==> src/rtl/pixel_writer_pkg.sv <==
// rtl/pixel_writer_pkg.sv - shared pixel/framebuffer types for the raymarcher, pixel writer and display reader
//
// Purpose: one place for the RGB565 pixel type, the framebuffer entry
// {addr, data} and the default image dimensions.
// Ports: none (package).
package pixel_writer_pkg;

   localparam int DEF_WIDTH  = 300;
   localparam int DEF_HEIGHT = 300;

   // Address field is wide enough for any image this family supports;
   // each user truncates it to its own $clog2(WIDTH*HEIGHT).
   localparam int FB_ADDR_MAX_W = 32;

   typedef logic [15:0] rgb565_t;

   typedef struct packed {
      logic [FB_ADDR_MAX_W-1:0] addr;
      rgb565_t                  data;
   } fb_entry_t;

endpackage

==> src/rtl/pixel_fifo.sv <==
// rtl/pixel_fifo.sv - small synchronous FIFO for framebuffer entries
//
// Purpose: buffers accepted pixels until the framebuffer grants a write.
// Ports:
//   clk_in, rst_in     clock, asynchronous active-low reset (empties FIFO)
//   push_in, push_data_in   write request/data (ignored when full)
//   pop_in             remove head entry (ignored when empty)
//   head_out           current head entry (undefined when empty)
//   full_out, empty_out occupancy flags, from registered state only
module pixel_fifo #(
   parameter int  DEPTH   = 4,
   parameter type entry_t = logic [47:0]
) (
   input  logic   clk_in,
   input  logic   rst_in,
   input  logic   push_in,
   input  entry_t push_data_in,
   input  logic   pop_in,
   output entry_t head_out,
   output logic   full_out,
   output logic   empty_out
);

   localparam int PTR_W = $clog2(DEPTH);

   entry_t           mem [DEPTH];
   logic [PTR_W-1:0] wr_ptr;
   logic [PTR_W-1:0] rd_ptr;
   logic [PTR_W:0]   count;
   logic             do_push;
   logic             do_pop;

   assign full_out  = (count == (PTR_W+1)'(DEPTH));
   assign empty_out = (count == '0);

   // A pop in the same cycle never frees room for a push when full.
   assign do_push = push_in & ~full_out;
   assign do_pop  = pop_in & ~empty_out;

   assign head_out = mem[rd_ptr];

   // DEPTH is a power of two, so the pointers wrap by natural overflow.
   always_ff @(posedge clk_in or negedge rst_in) begin
      if (!rst_in) begin
         wr_ptr <= '0;
         rd_ptr <= '0;
         count  <= '0;
      end else begin
         if (do_push) wr_ptr <= wr_ptr + 1'b1;
         if (do_pop)  rd_ptr <= rd_ptr + 1'b1;
         case ({do_push, do_pop})
            2'b10:   count <= count + 1'b1;
            2'b01:   count <= count - 1'b1;
            default: count <= count;
         endcase
      end
   end

   // Storage needs no reset: empty_out masks stale contents.
   always_ff @(posedge clk_in) begin
      if (do_push) mem[wr_ptr] <= push_data_in;
   end

endmodule

==> src/rtl/pixel_writer.sv <==
// rtl/pixel_writer.sv - range-checks finished pixels and writes them to the framebuffer in RGB565
//
// Purpose: accepts pixels from the raymarcher, drops out-of-range ones,
// buffers the rest and writes them whenever the framebuffer grants access.
// Ports:
//   clk_in, rst_in        clock, asynchronous active-low reset
//   pixel_valid_in/pixel_ready_out   pixel handshake
//   pixel_x_in, pixel_y_in           33-bit unsigned coordinates
//   red_in, green_in, blue_in        8-bit colour
//   fb_grant_in           framebuffer port available this cycle
//   fb_we_out, fb_addr_out, fb_data_out   framebuffer write
//   frame_done_out        one-cycle pulse after the last pixel of a frame
//   drop_count_out        saturating count of rejected pixels
module pixel_writer
   import pixel_writer_pkg::*;
#(
   parameter int WIDTH      = DEF_WIDTH,
   parameter int HEIGHT     = DEF_HEIGHT,
   parameter int FIFO_DEPTH = 4
) (
   input  logic                                 clk_in,
   input  logic                                 rst_in,
   input  logic                                 pixel_valid_in,
   output logic                                 pixel_ready_out,
   input  logic [32:0]                          pixel_x_in,
   input  logic [32:0]                          pixel_y_in,
   input  logic [7:0]                           red_in,
   input  logic [7:0]                           green_in,
   input  logic [7:0]                           blue_in,
   input  logic                                 fb_grant_in,
   output logic                                 fb_we_out,
   output logic [$clog2(WIDTH*HEIGHT)-1:0]      fb_addr_out,
   output logic [15:0]                          fb_data_out,
   output logic                                 frame_done_out,
   output logic [15:0]                          drop_count_out
);

   localparam int TOTAL  = WIDTH * HEIGHT;
   localparam int ADDR_W = $clog2(TOTAL);
   localparam int CNT_W  = $clog2(TOTAL + 1);

   logic              ready_q;
   logic              fifo_full;
   logic              fifo_empty;
   logic              accept;
   logic              in_range;
   logic [ADDR_W-1:0] addr;
   fb_entry_t         push_entry;
   fb_entry_t         head;
   logic [CNT_W-1:0]  pix_count;
   logic              unused_colour_lsbs;

   initial begin
      assert (FIFO_DEPTH >= 2 && (FIFO_DEPTH & (FIFO_DEPTH - 1)) == 0);
   end

   // ready_q keeps ready low through reset and raises it on the first edge after.
   assign pixel_ready_out = ready_q & ~fifo_full;
   assign accept          = pixel_valid_in & pixel_ready_out;
   assign in_range        = (pixel_x_in < 33'(WIDTH)) && (pixel_y_in < 33'(HEIGHT));

   // Only the low ADDR_W bits survive truncation, so the product is formed at that width.
   assign addr = pixel_y_in[ADDR_W-1:0] * ADDR_W'(WIDTH) + pixel_x_in[ADDR_W-1:0];

   assign push_entry.addr = FB_ADDR_MAX_W'(addr);
   assign push_entry.data = {red_in[7:3], green_in[7:2], blue_in[7:3]};
   assign unused_colour_lsbs = ^{red_in[2:0], green_in[1:0], blue_in[2:0]};

   pixel_fifo #(
      .DEPTH   (FIFO_DEPTH),
      .entry_t (fb_entry_t)
   ) u_fifo (
      .clk_in       (clk_in),
      .rst_in       (rst_in),
      .push_in      (accept & in_range),
      .push_data_in (push_entry),
      .pop_in       (fb_we_out),
      .head_out     (head),
      .full_out     (fifo_full),
      .empty_out    (fifo_empty)
   );

   assign fb_we_out   = ~fifo_empty & fb_grant_in;
   assign fb_addr_out = fifo_empty ? '0 : ADDR_W'(head.addr);
   assign fb_data_out = fifo_empty ? '0 : head.data;

   always_ff @(posedge clk_in or negedge rst_in) begin
      if (!rst_in) begin
         ready_q        <= 1'b0;
         drop_count_out <= '0;
         pix_count      <= '0;
         frame_done_out <= 1'b0;
      end else begin
         ready_q <= 1'b1;

         if (accept && !in_range && drop_count_out != 16'hFFFF)
            drop_count_out <= drop_count_out + 16'd1;

         frame_done_out <= 1'b0;
         if (fb_we_out) begin
            if (pix_count == CNT_W'(TOTAL - 1)) begin
               pix_count      <= '0;
               frame_done_out <= 1'b1;
            end else begin
               pix_count <= pix_count + 1'b1;
            end
         end
      end
   end

endmodule
==> config.mk <==
export PLATFORM = sky130hd
export DESIGN_NAME = pixel_writer
export DESIGN_NICKNAME = d
export VERILOG_FILES = /design/src/rtl/pixel_writer_pkg.sv /design/src/rtl/pixel_fifo.sv /design/src/rtl/pixel_writer.sv
export SDC_FILE = /design/constraint.sdc
export NUM_CORES = 1
export LEC_CHECK = 0
export ABC_CLOCK_PERIOD_IN_PS = 3500
export BUFFER_PORTS_ARGS = -buffer_cell sky130_fd_sc_hd__buf_2
export CAP_MARGIN = 20
export CORE_UTILIZATION = 55
export CTS_CLUSTER_DIAMETER = 200
export DETAILED_ROUTE_END_ITERATION = 10
export PLACE_DENSITY = 0.81
export SYNTH_ARGS = -nofsm -noshare
export SYNTH_HDL_FRONTEND = slang
export SYNTH_SLANG_ARGS = --single-unit
==> constraint.sdc <==
create_clock -name clk_in -period 3.5 [get_ports clk_in]
set_input_delay 0.525 -clock clk_in [delete_from_list [all_inputs] [get_ports clk_in]]
set_output_delay 0.525 -clock clk_in [all_outputs]
set_load 0.02 [all_outputs]
### Yosys cells after proc, flatten, opt, wreduce, memory -nomap -nowiden

Memories as Yosys holds them, arrays and structs flattened.
Cells that the tools add are included.

| word-level totals | value |
|---|---|
| output and inout bits | 52 |
| memories | 1 |
| bits of input ports | 94 |
| bits in writable memories | 132 |
| register bits after elaboration | 42 |
| logic and storage cells | 45 |

Memories:

| name | words | bits a word | read ports | clocked after Yosys merged registers in | wr ports | line | text |
|---|---|---|---|---|---|---|---|
| u_fifo.mem | 4 | 33 | 1 | 0 | 1 | pixel_fifo.sv:26 | `entry_t mem [DEPTH];` |

| operators by class | value |
|---|---|
| reduce and logical (&&, ||, !) cells | 6 |
| $mul | 1 |
| magnitude comparators | 2 |
| multiplexer cells | 8 |
| bitwise gates (word level) | 8 |
| equal/unequal tests | 5 |
| add/subtract/negate cells | 7 |

Operators by type and width:

| kind | count |
|---|---|
| 33-bit by 9-bit less-than comparator with 1-bit output, second input constant | 2 |
| 17-bit two-way mux | 2 |
| 17-bit by 1-bit adder with 17-bit output, second input constant | 1 |
| 17-bit adder | 1 |
| 17-bit == test, second input constant | 1 |
| 17-bit by 7-bit multiplier with 15-bit output, second input constant | 1 |
| 16-bit by 1-bit adder with 16-bit output, second input constant | 1 |
| 16-bit two-way mux | 1 |
| 16-bit != test, second input constant | 1 |
| 1-bit AND | 6 |
| 3-bit one-hot mux with 2 select lines | 1 |
| 2-bit by 1-bit adder with 2-bit output, second input constant | 2 |
| 1-bit two-way mux | 4 |
| 3-bit by 1-bit adder with 3-bit output, second input constant | 1 |
| 3-bit == test, second input constant | 1 |
| 1-bit logical AND | 3 |
| 3-bit logical NOT | 1 |
| 3-bit by 1-bit subtractor with 3-bit output, second input constant | 1 |
| 2-bit by 1-bit == test with 1-bit output, second input constant | 1 |
| 2-bit == test, second input constant | 1 |
| 1-bit inverter | 2 |
| 2-bit nonzero test | 1 |
| 1-bit logical NOT | 1 |

### Depth between registers and ports, before layout

Gate-level depths: netlist of run 1.

| logic depth | value |
|---|---|
| depth after elaboration | 8 |
| gate-level depth with buffers | 18 |
| depth with buffers taken out | 18 |

### Hierarchy

Synthesis of run 1 repeated with hierarchy kept, for this count alone.

| second synthesis, totals | value |
|---|---|
| cells, all modules | 725 |
| area total of the unflattened synthesis | 11303.3 µm² |

By module, submodules not included:

| module | times used | cells an instance | area each (µm²) | sequential area each (µm²) |
|---|---|---|---|---|
| pixel_fifo | 1 | 288 | 7407.1 | 5940.7 |
| pixel_writer | 1 | 437 | 3896.2 | 875.8 |

### Worst setup path after synthesis of run 1

No wires, ideal clock.

| path | value |
|---|---|
| kind | input to register |
| start | in pixel_y_in[7] |
| end | mem u_fifo.mem[0][32] in the netlist's numbering, data pin |
| required time | 3.222 ns |
| cell stages on the path | 18 |
| library setup time | 0.278 ns |
| arrival | 4.492 ns |
| buffers on the path | 0 |
| path slack | -1.270 ns |
| cell sequence | ha_1 -> ha_1 -> fa_1 -> inv_1 -> fa_1 -> inv_1 -> ha_1 -> a21oi_1 -> o21bai_2 -> or3_1 -> a211oi_2 -> nor2_1 -> xor2_1 -> ha_1 -> nor3_1 -> o211ai_1 -> a21oi_1 -> xnor3_1 |

| on the way | value |
|---|---|
| word-level cells in the longest chain between the ends | 2 |

RTL lines:

| what | line | text |
|---|---|---|
| start: declaration | pixel_writer.sv:26 | `input logic [32:0] pixel_y_in,` |
| 17-bit by 7-bit multiplier with 15-bit output | pixel_writer.sv:63 | `assign addr = pixel_y_in[ADDR_W-1:0] * ADDR_W'(WIDTH) + pixel_x_in[ADDR_W-1:0];` |
| 17-bit adder | pixel_writer.sv:63 |  |
| net addr[16] | pixel_writer.sv:47 | `logic [ADDR_W-1:0] addr;` |
| end: declaration | pixel_fifo.sv:26 |  |

The timed path passes the listed nets, and every way through them passes these cells.

### Worst setup path in the final report of run 1

| path | value |
|---|---|
| start | in pixel_y_in[7] |
| end | mem u_fifo.mem[1][32] in the netlist's numbering, data pin |

The elaborated chain is that of the path after synthesis.

==> impl_metrics.prom, run 1 <==
# TYPE chip_impl_metric gauge
chip_impl_metric{name="chipWidth",unit="microns"} 132
chip_impl_metric{name="wirelength_met1",unit="mm"} 8.05
chip_impl_metric{name="route.met3.wl",unit="microns"} 794
chip_impl_metric{name="worst-path-max-fanout",unit=""} 4
chip_impl_metric{name="ys_warn_count",unit=""} 0
chip_impl_metric{name="first_global_vias",unit=""} 6754
chip_impl_metric{name="worst_ep_required_time",unit="ns"} 3.65
chip_impl_info{name="rsz0062_at_grt",value="yes"} 1
chip_impl_info{name="clockRootBuffer",value="clkbuf_16"} 1
chip_impl_metric{name="postSynthAreaPerCell",unit="sq um"} 13.7
chip_impl_metric{name="core_region_area",unit="sq um"} 16500
chip_impl_metric{name="synth_edf_count",unit=""} 132
chip_impl_metric{name="initial_antenna_violation_count",unit=""} 0
chip_impl_metric{name="postLayoutSetupSlackWorst",unit="ns"} -0.749
chip_impl_metric{name="clock_sinks",unit=""} 174
chip_impl_metric{name="vias",unit=""} 6342
chip_impl_metric{name="finalNonFillerCells",unit=""} 1135
chip_impl_info{name="timing.hold.worst.class",value="input port to asynchronous set/reset pin"} 1
chip_impl_info{name="setup.worst_path.class",value="input port to flop"} 1
chip_impl_metric{name="max_slew.worst_pin.slew",unit="ns"} 0.906
chip_impl_metric{name="overflow",unit=""} 0
chip_impl_metric{name="pwr_density_cell",unit="nW/um^2"} 839
chip_impl_metric{name="synth_cell_types",unit=""} 62
chip_impl_metric{name="worst_ep_arrival_time",unit="ns"} 4.40
chip_impl_info{name="tritoncts",value="built"} 1
chip_impl_metric{name="worst_case_headroom_to_the_max_slew_limit",unit="%"} 39.6
chip_impl_metric{name="grt_max_degree",unit=""} 43
chip_impl_metric{name="drc_errors_left",unit=""} 0
chip_impl_metric{name="maxCapViolations",unit=""} 0
chip_impl_metric{name="htree_num_levels",unit=""} 4
chip_impl_metric{name="final_antenna_net_count",unit=""} 0
chip_impl_metric{name="placed_cells_incl_taps",unit=""} 1089
chip_impl_info{name="critical_path.startpoint",value="pixel_y_in[7]"} 1
chip_impl_metric{name="grtUsageTotal",unit="%"} 24.9
chip_impl_metric{name="syn-instance-count",unit=""} 677
chip_impl_metric{name="port_buffers",unit=""} 137
chip_impl_metric{name="worst_path_largest_cell_delay",unit="ns"} 0.49
chip_impl_metric{name="final-hold-violation-count",unit=""} 0
chip_impl_info{name="layout_commonest_cell",value="edfxtp_1"} 1
chip_impl_metric{name="boundaryPins",unit=""} 146
chip_impl_metric{name="drtPass1Iterations",unit=""} 5
chip_impl_metric{name="route.detailed.wl_per_inst",unit="microns"} 18.5
chip_impl_metric{name="static-leakage-power",unit="nW"} 4.94
chip_impl_metric{name="synth.ff_latch_count",unit=""} 174
chip_impl_info{name="top_signal_layer_used",value="met4"} 1
chip_impl_metric{name="drv_slew",unit=""} 0
chip_impl_metric{name="grt_pass1_wl",unit="mm"} 33.1
chip_impl_metric{name="setup_viol",unit=""} 24
chip_impl_info{name="most-common-layout-cells",value="132 x edfxtp_1, 130 x buf_2, 72 x buf_4"} 1
chip_impl_info{name="run_status",value="finished, violations left"} 1
chip_impl_metric{name="hold_buffers",unit=""} 0
chip_impl_metric{name="gp_routability_congestion",unit=""} 0.873
chip_impl_metric{name="detail_route.wirelength",unit="mm"} 21.0
chip_impl_info{name="crit_path_end_kind",value="flop"} 1
chip_impl_info{name="crit_slowest_cell",value="fa_1"} 1
chip_impl_metric{name="synth_fp_nets",unit=""} 850
chip_impl_metric{name="wl_met2",unit="mm"} 11.6
chip_impl_metric{name="drt-initial-drc-count",unit=""} 375
chip_impl_metric{name="via_per_inst",unit=""} 5.59
chip_impl_metric{name="drive_above_1_share",unit="%"} 41.0
chip_impl_info{name="crit_path_frequent_cell",value="ha_4"} 1
chip_impl_metric{name="design.die.area",unit="sq um"} 17400
chip_impl_metric{name="syn2layout_area_growth",unit="%"} 29.8
chip_impl_metric{name="antenna-diode-count",unit=""} 0
chip_impl_info{name="worst_r2r_startpoint",value="u_fifo.count[2]"} 1
chip_impl_info{name="synth_top_flop_cell",value="edfxtp_1"} 1
chip_impl_metric{name="hpwl",unit="mm"} 14.3
chip_impl_metric{name="min_period_over_period",unit="%"} 121
chip_impl_metric{name="postSynth.asyncResetShare",unit="%"} 24.1
chip_impl_metric{name="rows",unit=""} 47
chip_impl_metric{name="fin_tns_setup",unit="ns"} -11.68
chip_impl_metric{name="maximum_clock_insertion_buffer_count",unit=""} 2
chip_impl_metric{name="path_clk_slew",unit="ns"} 0.06
chip_impl_metric{name="numCtsBuffers",unit=""} 17
chip_impl_info{name="failed_checks",value="setup timing"} 1
chip_impl_metric{name="clock_insertion_delay_worst_skew",unit="ns"} 0.43
chip_impl_metric{name="ir_drop",unit="mV"} 0.437
chip_impl_metric{name="clock_skew",unit="ns"} 0.00753
chip_impl_metric{name="synth.cell_area",unit="sq um"} 9300
chip_impl_metric{name="seq_area_frac_synth",unit="%"} 54.0
chip_impl_info{name="cp-start-kind",value="input port"} 1
chip_impl_metric{name="nets",unit=""} 1075
chip_impl_metric{name="fmax",unit="MHz"} 235
chip_impl_metric{name="final_period_minus_worst_setup_slack",unit="ns"} 4.25
chip_impl_metric{name="die_y",unit="microns"} 132
chip_impl_metric{name="initial_utilization",unit="%"} 56.3
chip_impl_info{name="cp_cell_sequence",value="buf_8 > ha_4 > ha_4 > fa_1 > inv_1 > fa_1 > inv_2 > ha_4 > a21oi_2 > o21bai_2 > or3_1 > a211oi_2 > nor2_1 > xor2_1 > ha_2 > nor3_2 > o211ai_1 > a21oi_2 > xnor3_1"} 1
==> registers in the layout, indices dropped and copies added (netlist names) <==
register        cells
frame_done_out      1
pix_count          17
u_fifo.mem        132
u_fifo.wr_ptr       2
u_fifo.count        3
ready_q             1
u_fifo.rd_ptr       2
drop_count_out     16
==> cells by family after synthesis <==
logic type | count (synthesis) | synth area share [%]
simple gates | 183 | 10.9
buf+inv | 75 | 3.14
other cells | 1 | 0.0403
mux | 37 | 8.45
flops | 174 | 54.0
compound gates | 68 | 5.53
xor+xnor | 60 | 5.80
fa+ha+maj | 79 | 12.2
==> final cells by class <==
cell class	count	area, sq um
multi-input combinational	428	4490
clock buffer	17	425
fill	1012	4460
inverter	62	235
timing repair buffer	219	1440
tap	220	275
sequential	174	5020
clock inverter	15	185
==> timing repair <==
action / in CTS / in global routing
pin swaps: 37 / 11
buffers inserted: 16 / 3
cloned: 0 / 0
gates resized for setup: 45 / 21
endpoints found under the setup margin: 32 / 32
==> cell usage after synthesis, drive strengths merged (3+ instances only) <==
cell type,instances,area [sq um]
a211oi,4,40.0
a21o,3,22.5
a21oi,18,101
a31oi,4,55.1
and2,4,25.0
and3,15,96.3
buf,6,32.5
clkbuf,7,26.3
dfrtp,42,1050
edfxtp,132,3960
fa,19,380
ha,60,751
inv,62,233
mux4,33,743
nand2,30,115
nand2b,4,25.0
nand3,18,100
nand4,13,96.3
nor2,31,126
nor2b,39,244
nor3,8,40.0
nor4,13,81.3
o211ai,4,35.0
o21a,3,22.5
o21ai,17,85.1
o31ai,4,45.1
xnor2,42,368
xor2,17,149
==> critical path: cells and delay by family <==
family | cells | cell delay [ns]
adder cells (fa/ha/maj) | 6 | 1.83
AND/OR/NAND/NOR | 3 | 0.63
buffers and inverters | 3 | 0.21
XOR/XNOR | 2 | 0.46
AO/OA/AOI/OAI | 5 | 0.75
==> routing by layer <==
layer	global-route usage, %	up-vias
met1	28.2	3181
met2	46.8	188
li1	-	2937
met4	9.43	0
met5	0	-
met3	4.23	36
==> power breakdown <==
part	leakage, nW	switching [mW]	internal, mW
clock network	0.292	0.791	1.13
logic	2.91	2.73	2.63
registers	1.74	0.155	2.69
==> path summary, 6_finish.rpt <==
kind | to | slack (ns) | cells after the start
setup / recovery | u_fifo.mem[1][32] | -0.75 | 19
hold / removal | pix_count[16] | 0.23 | 1
setup reg to reg | u_fifo.count[2] | 1.10 | 8
hold reg to reg | drop_count_out[4] | 0.50 | 1
max in group asynchronous | u_fifo.rd_ptr[0] | 2.64 | 1
min in group clk_in | u_fifo.mem[3][10] | 0.31 | 1
==> per-stage QoR <==
step	setup WS, ns	power, mW	cell area (sq um)	util, %	hold slack (ns)
after floorplan	-0.928	5.90	9540	-	0.229
after global placement	-1.13	7.20	11000	66.9	0.472
after detailed placement	-1.29	7.40	11000	66.9	0.479
after CTS	-0.715	9.90	12000	72.4	0.252
after global routing	-0.895	10.6	12100	73.0	0.304
final	-0.749	10.1	12100	73.0	0.225
Note: power is estimated with default switching activity, not from simulation.
==> run 2: changes to the inputs <==
--- a/config.mk
+++ b/config.mk
@@ -5,13 +5,14 @@
 export SDC_FILE = /design/constraint.sdc
 export NUM_CORES = 1
 export LEC_CHECK = 0
+export ABC_AREA = 1
 export ABC_CLOCK_PERIOD_IN_PS = 3500
 export BUFFER_PORTS_ARGS = -buffer_cell sky130_fd_sc_hd__buf_2
 export CAP_MARGIN = 20
 export CORE_UTILIZATION = 55
 export CTS_CLUSTER_DIAMETER = 200
 export DETAILED_ROUTE_END_ITERATION = 10
-export PLACE_DENSITY = 0.81
+export PLACE_DENSITY = 0.8
 export SYNTH_ARGS = -nofsm -noshare
 export SYNTH_HDL_FRONTEND = slang
 export SYNTH_SLANG_ARGS = --single-unit
==> run 2 against run 1 <==
Compared with the run above: the flow still finishes with violations (setup timing); critical path depth grew 4; register-to-register slack lost 0.11 ns; worst hold slack gained 0.0088 ns; design area grew 6.3%; global-route usage grew 1.5 points; sequential cell count is the same; critical path type unchanged; critical endpoint is now u_fifo.mem[3][32].
==> impl_metrics.prom, run 2 <==
# TYPE chip_impl_metric gauge
chip_impl_info{name="run_status",value="finished, violations left"} 1
chip_impl_info{name="failed_checks",value="setup timing"} 1
chip_impl_metric{name="postSynth.asyncResetShare",unit="%"} 24.1
chip_impl_metric{name="finalPower",unit="mW"} 10.9
chip_impl_metric{name="initial_antenna_violation_count",unit=""} 1
chip_impl_info{name="post_synth_main_area_contributors",value="edfxtp_1 40%, dfrtp_1 10%, nor2_1 8.1%"} 1
chip_impl_info{name="cp-start-kind",value="input port"} 1
chip_impl_metric{name="clock_insertion_delay_worst_skew",unit="ns"} 0.44
chip_impl_metric{name="synth.ff_latch_count",unit=""} 174
chip_impl_metric{name="htree_num_levels",unit=""} 4
chip_impl_info{name="crit_path_frequent_cell",value="inv_1"} 1
chip_impl_metric{name="maxCapViolations",unit=""} 0
chip_impl_metric{name="simple_logic_cell_fraction_of_the_synthesized_area",unit="%"} 20.7
chip_impl_metric{name="die_y",unit="microns"} 137
chip_impl_info{name="most-common-layout-cells",value="204 x nor2_1, 138 x nand2_1, 132 x edfxtp_1"} 1
chip_impl_metric{name="synth_cell_types",unit=""} 42
chip_impl_info{name="synth_top_family_by_area",value="simple AND/OR/NAND/NOR gates"} 1
chip_impl_metric{name="nets",unit=""} 1465
chip_impl_metric{name="power.clock.fraction",unit="%"} 16.3
chip_impl_info{name="layout_commonest_cell",value="nor2_1"} 1
chip_impl_metric{name="postSynthAreaPerCell",unit="sq um"} 9.17
chip_impl_metric{name="seq_area_frac_synth",unit="%"} 50.1
chip_impl_metric{name="hpwl",unit="mm"} 16.6
chip_impl_metric{name="largest_register_ffs",unit=""} 132
chip_impl_metric{name="clock_skew",unit="ns"} 0.0111
chip_impl_info{name="tritoncts",value="built"} 1
chip_impl_metric{name="syn2layout_area_growth",unit="%"} 28.1
chip_impl_metric{name="worst_case_headroom_to_the_max_slew_limit",unit="%"} 37.3
chip_impl_metric{name="boundaryPins",unit=""} 146
chip_impl_metric{name="initial_utilization",unit="%"} 57.1
chip_impl_metric{name="max_slew.worst_pin.slew",unit="ns"} 0.940
chip_impl_info{name="crit_path_end_kind",value="flop"} 1
chip_impl_metric{name="synth_fa_ha_area_share",unit="%"} 11.3
chip_impl_metric{name="post_synth_xor_area_fraction",unit="%"} 3.85
chip_impl_metric{name="setup_viol",unit=""} 24
chip_impl_metric{name="maximum_clock_insertion_buffer_count",unit=""} 2
chip_impl_info{name="rsz0062_at_grt",value="yes"} 1
chip_impl_metric{name="drtPass1Iterations",unit=""} 5
chip_impl_info{name="crit_slowest_cell",value="fa_1"} 1
chip_impl_info{name="clockRootBuffer",value="clkbuf_16"} 1
chip_impl_metric{name="postLayoutSetupSlackWorst",unit="ns"} -0.440
chip_impl_info{name="timing.hold.worst.class",value="input port to asynchronous set/reset pin"} 1
chip_impl_metric{name="grt_max_degree",unit=""} 65
chip_impl_metric{name="pwr_density_cell",unit="nW/um^2"} 846
chip_impl_metric{name="static-leakage-power",unit="nW"} 5.47
chip_impl_metric{name="worst_ep_required_time",unit="ns"} 3.68
chip_impl_metric{name="fillerInstances",unit=""} 1215
chip_impl_metric{name="final-hold-violation-count",unit=""} 0
chip_impl_metric{name="chipWidth",unit="microns"} 137
chip_impl_metric{name="final_antenna_net_count",unit=""} 0
chip_impl_info{name="setup.worst_path.class",value="input port to flop"} 1
chip_impl_metric{name="seq_power_share",unit="%"} 26.9
chip_impl_metric{name="switchingPower",unit="mW"} 4.73
chip_impl_metric{name="synth_fp_nets",unit=""} 1265
chip_impl_metric{name="p_int",unit="mW"} 6.12
chip_impl_metric{name="worst-path-max-fanout",unit=""} 4
chip_impl_metric{name="sequential_cell_area",unit="sq um"} 5020
chip_impl_metric{name="ir_drop",unit="mV"} 0.470
chip_impl_info{name="cp_cell_sequence",value="buf_4 > ha_4 > ha_4 > fa_1 > inv_1 > fa_1 > inv_1 > ha_4 > inv_4 > nor3_4 > nand3_2 > nand3_1 > xor2_1 > ha_1 > inv_1 > nor3_4 > inv_1 > nor2_1 > nor2_1 > nand2_1 > inv_1 > nand2_1 > nand2_2"} 1
chip_impl_metric{name="power.share.switching",unit="%"} 43.6
chip_impl_metric{name="rows",unit=""} 48
chip_impl_metric{name="ys_warn_count",unit=""} 0
chip_impl_metric{name="grt_pass1_wl",unit="mm"} 37.8
chip_impl_metric{name="overflow",unit=""} 0
chip_impl_metric{name="via_per_inst",unit=""} 5.49
chip_impl_metric{name="multiInputGateArea",unit="sq um"} 5240
chip_impl_info{name="synth_top_flop_cell",value="edfxtp_1"} 1
chip_impl_metric{name="numCtsBuffers",unit=""} 17
chip_impl_metric{name="syn-instance-count",unit=""} 1092
chip_impl_info{name="synth.largest_area_cell",value="edfxtp_1"} 1
chip_impl_metric{name="synth_edf_count",unit=""} 132
chip_impl_metric{name="drv_slew",unit=""} 0
chip_impl_metric{name="core_region_area",unit="sq um"} 17500
chip_impl_metric{name="first_global_vias",unit=""} 8136
chip_impl_metric{name="synth.cell_area",unit="sq um"} 10000
chip_impl_metric{name="synth_compound_area_share",unit="%"} 8.27
chip_impl_metric{name="drc_errors_left",unit=""} 0
chip_impl_metric{name="gp_routability_congestion",unit=""} 0.943
chip_impl_metric{name="min_period_over_period",unit="%"} 113
chip_impl_metric{name="synthMuxAreaShare",unit="%"} 0
chip_impl_metric{name="detail_route.wirelength",unit="mm"} 24.8
chip_impl_metric{name="grtUsageTotal",unit="%"} 26.4
chip_impl_metric{name="power_frac_comb",unit="%"} 56.8
chip_impl_metric{name="design.die.area",unit="sq um"} 18800
chip_impl_metric{name="rr_worst_depth",unit=""} 8
chip_impl_info{name="top_regs",value="u_fifo.mem x132, pix_count x17, drop_count_out x16"} 1
chip_impl_metric{name="vias",unit=""} 8408
chip_impl_info{name="top_reg_by_flops",value="u_fifo.mem"} 1
chip_impl_metric{name="drt-initial-drc-count",unit=""} 728
chip_impl_metric{name="worst_path_largest_cell_delay",unit="ns"} 0.53
chip_impl_metric{name="clock_sinks",unit=""} 174
chip_impl_metric{name="path_clk_slew",unit="ns"} 0.07
chip_impl_metric{name="final_period_minus_worst_setup_slack",unit="ns"} 3.94
chip_impl_metric{name="synth_top_area_share",unit="%"} 39.6
chip_impl_info{name="yosys-top-cells-count",value="216 x nor2_1, 155 x nand2_1, 132 x edfxtp_1"} 1
chip_impl_metric{name="worst_ep_arrival_time",unit="ns"} 4.12
chip_impl_info{name="synth.most_common_cell",value="nor2_1"} 1
chip_impl_metric{name="fin_tns_setup",unit="ns"} -7.77
chip_impl_metric{name="drive_above_1_share",unit="%"} 28.6
chip_impl_metric{name="route.detailed.wl_per_inst",unit="microns"} 16.2
chip_impl_metric{name="port_buffers",unit=""} 137
chip_impl_metric{name="fmax",unit="MHz"} 254
==> run 2: power by group through the flow <==
stage | Clock (mW) | Combinational [mW] | Sequential (mW)
after global routing | 1.87 | 6.69 | 2.94
after floorplan | 0 | 3.47 | 2.91
after CTS | 1.79 | 5.58 | 2.91
final | 1.77 | 6.16 | 2.92
after detailed placement | 0 | 5.32 | 2.95
after global placement | 0 | 5.14 | 2.95
==> run 2: path summary, 6_finish.rpt <==
kind / start / slack, ns / endpoint
worst max-delay path: pixel_y_in[9] / -0.44 / u_fifo.mem[3][32]
min in group clk_in: blue_in[4] / 0.31 / u_fifo.mem[3][1]
worst max register to register: u_fifo.count[0] / 0.99 / u_fifo.count[1]
max in group asynchronous: rst_in / 2.61 / u_fifo.rd_ptr[0]
worst min-delay path: rst_in / 0.23 / pix_count[7]
worst min register to register: u_fifo.wr_ptr[1] / 0.55 / u_fifo.wr_ptr[1]
==> run 2: what timing repair did <==
| item | in CTS | in global routing |
|---|---|---|
| endpoints found under the setup margin | 36 | 36 |
| hold buffers | 0 | 0 |
| resized for setup | 45 | 46 |
| pin swaps | 29 | 28 |
| setup buffers | 2 | 3 |
==> run 2: per-layer routing <==
| layer | global-route usage, % | part of all wire (%) | wire [microns] | up-vias |
|---|---|---|---|---|
| li1 | - | - | - | 4048 |
| met1 | 29.7 | 40 | 9810 | 4001 |
| met2 | 48.8 | 52 | 13000 | 310 |
| met3 | 5.04 | 5.5 | 1360 | 49 |
| met4 | 10.1 | 2.5 | 607 | 0 |
| met5 | 0 | 0 | 0 | - |
==> run 2: kinds of logic (layout without fill, tap and decap cells) <==
| group | after synthesis | in the layout |
|---|---|---|
| compound gates | 158 | 158 |
| xor+xnor | 44 | 44 |
| fa+ha+maj | 79 | 79 |
| buf+inv | 149 | 362 |
| flops | 174 | 174 |
| other cells | 1 | 2 |
| simple gates | 487 | 487 |
==> run 2: layout make-up <==
| cell class | count | area share, % |
|---|---|---|
| well taps | 225 | 2.19 |
| inverters | 119 | 3.50 |
| flip-flops and latches | 174 | 39.1 |
| clock buffers | 17 | 3.32 |
| clock inverters | 15 | 0.985 |
| repair buffers | 211 | 10.0 |
| diodes | 1 | 0.0195 |
| multi-input cells | 769 | 40.9 |
==> run 2: critical path: cells and delay by family <==
family                     cells  cell delay (ns)
and+or+nand+nor                9             0.95
xor gates and xnor gates       1             0.07
adders and majority gates      6             2.09
buffers and inverters          7             0.47
==> run 2: metrics by stage <==
step | utilization (%) | std cells | worst slack [ns] | cell area [sq um] | hold slack [ns]
4_1_cts | 71.4 | 1527 | -0.386 | 12500 | 0.257
3_3_place_gp | 67.1 | 1496 | -0.880 | 11800 | 0.519
6_report | 73.1 | 1531 | -0.440 | 12800 | 0.234
5_1_grt | 73.1 | 1531 | -0.593 | 12800 | 0.287
2_1_floorplan | - | 1092 | -0.540 | 10400 | 0.229
3_5_place_dp | 67.1 | 1496 | -0.997 | 11800 | 0.530
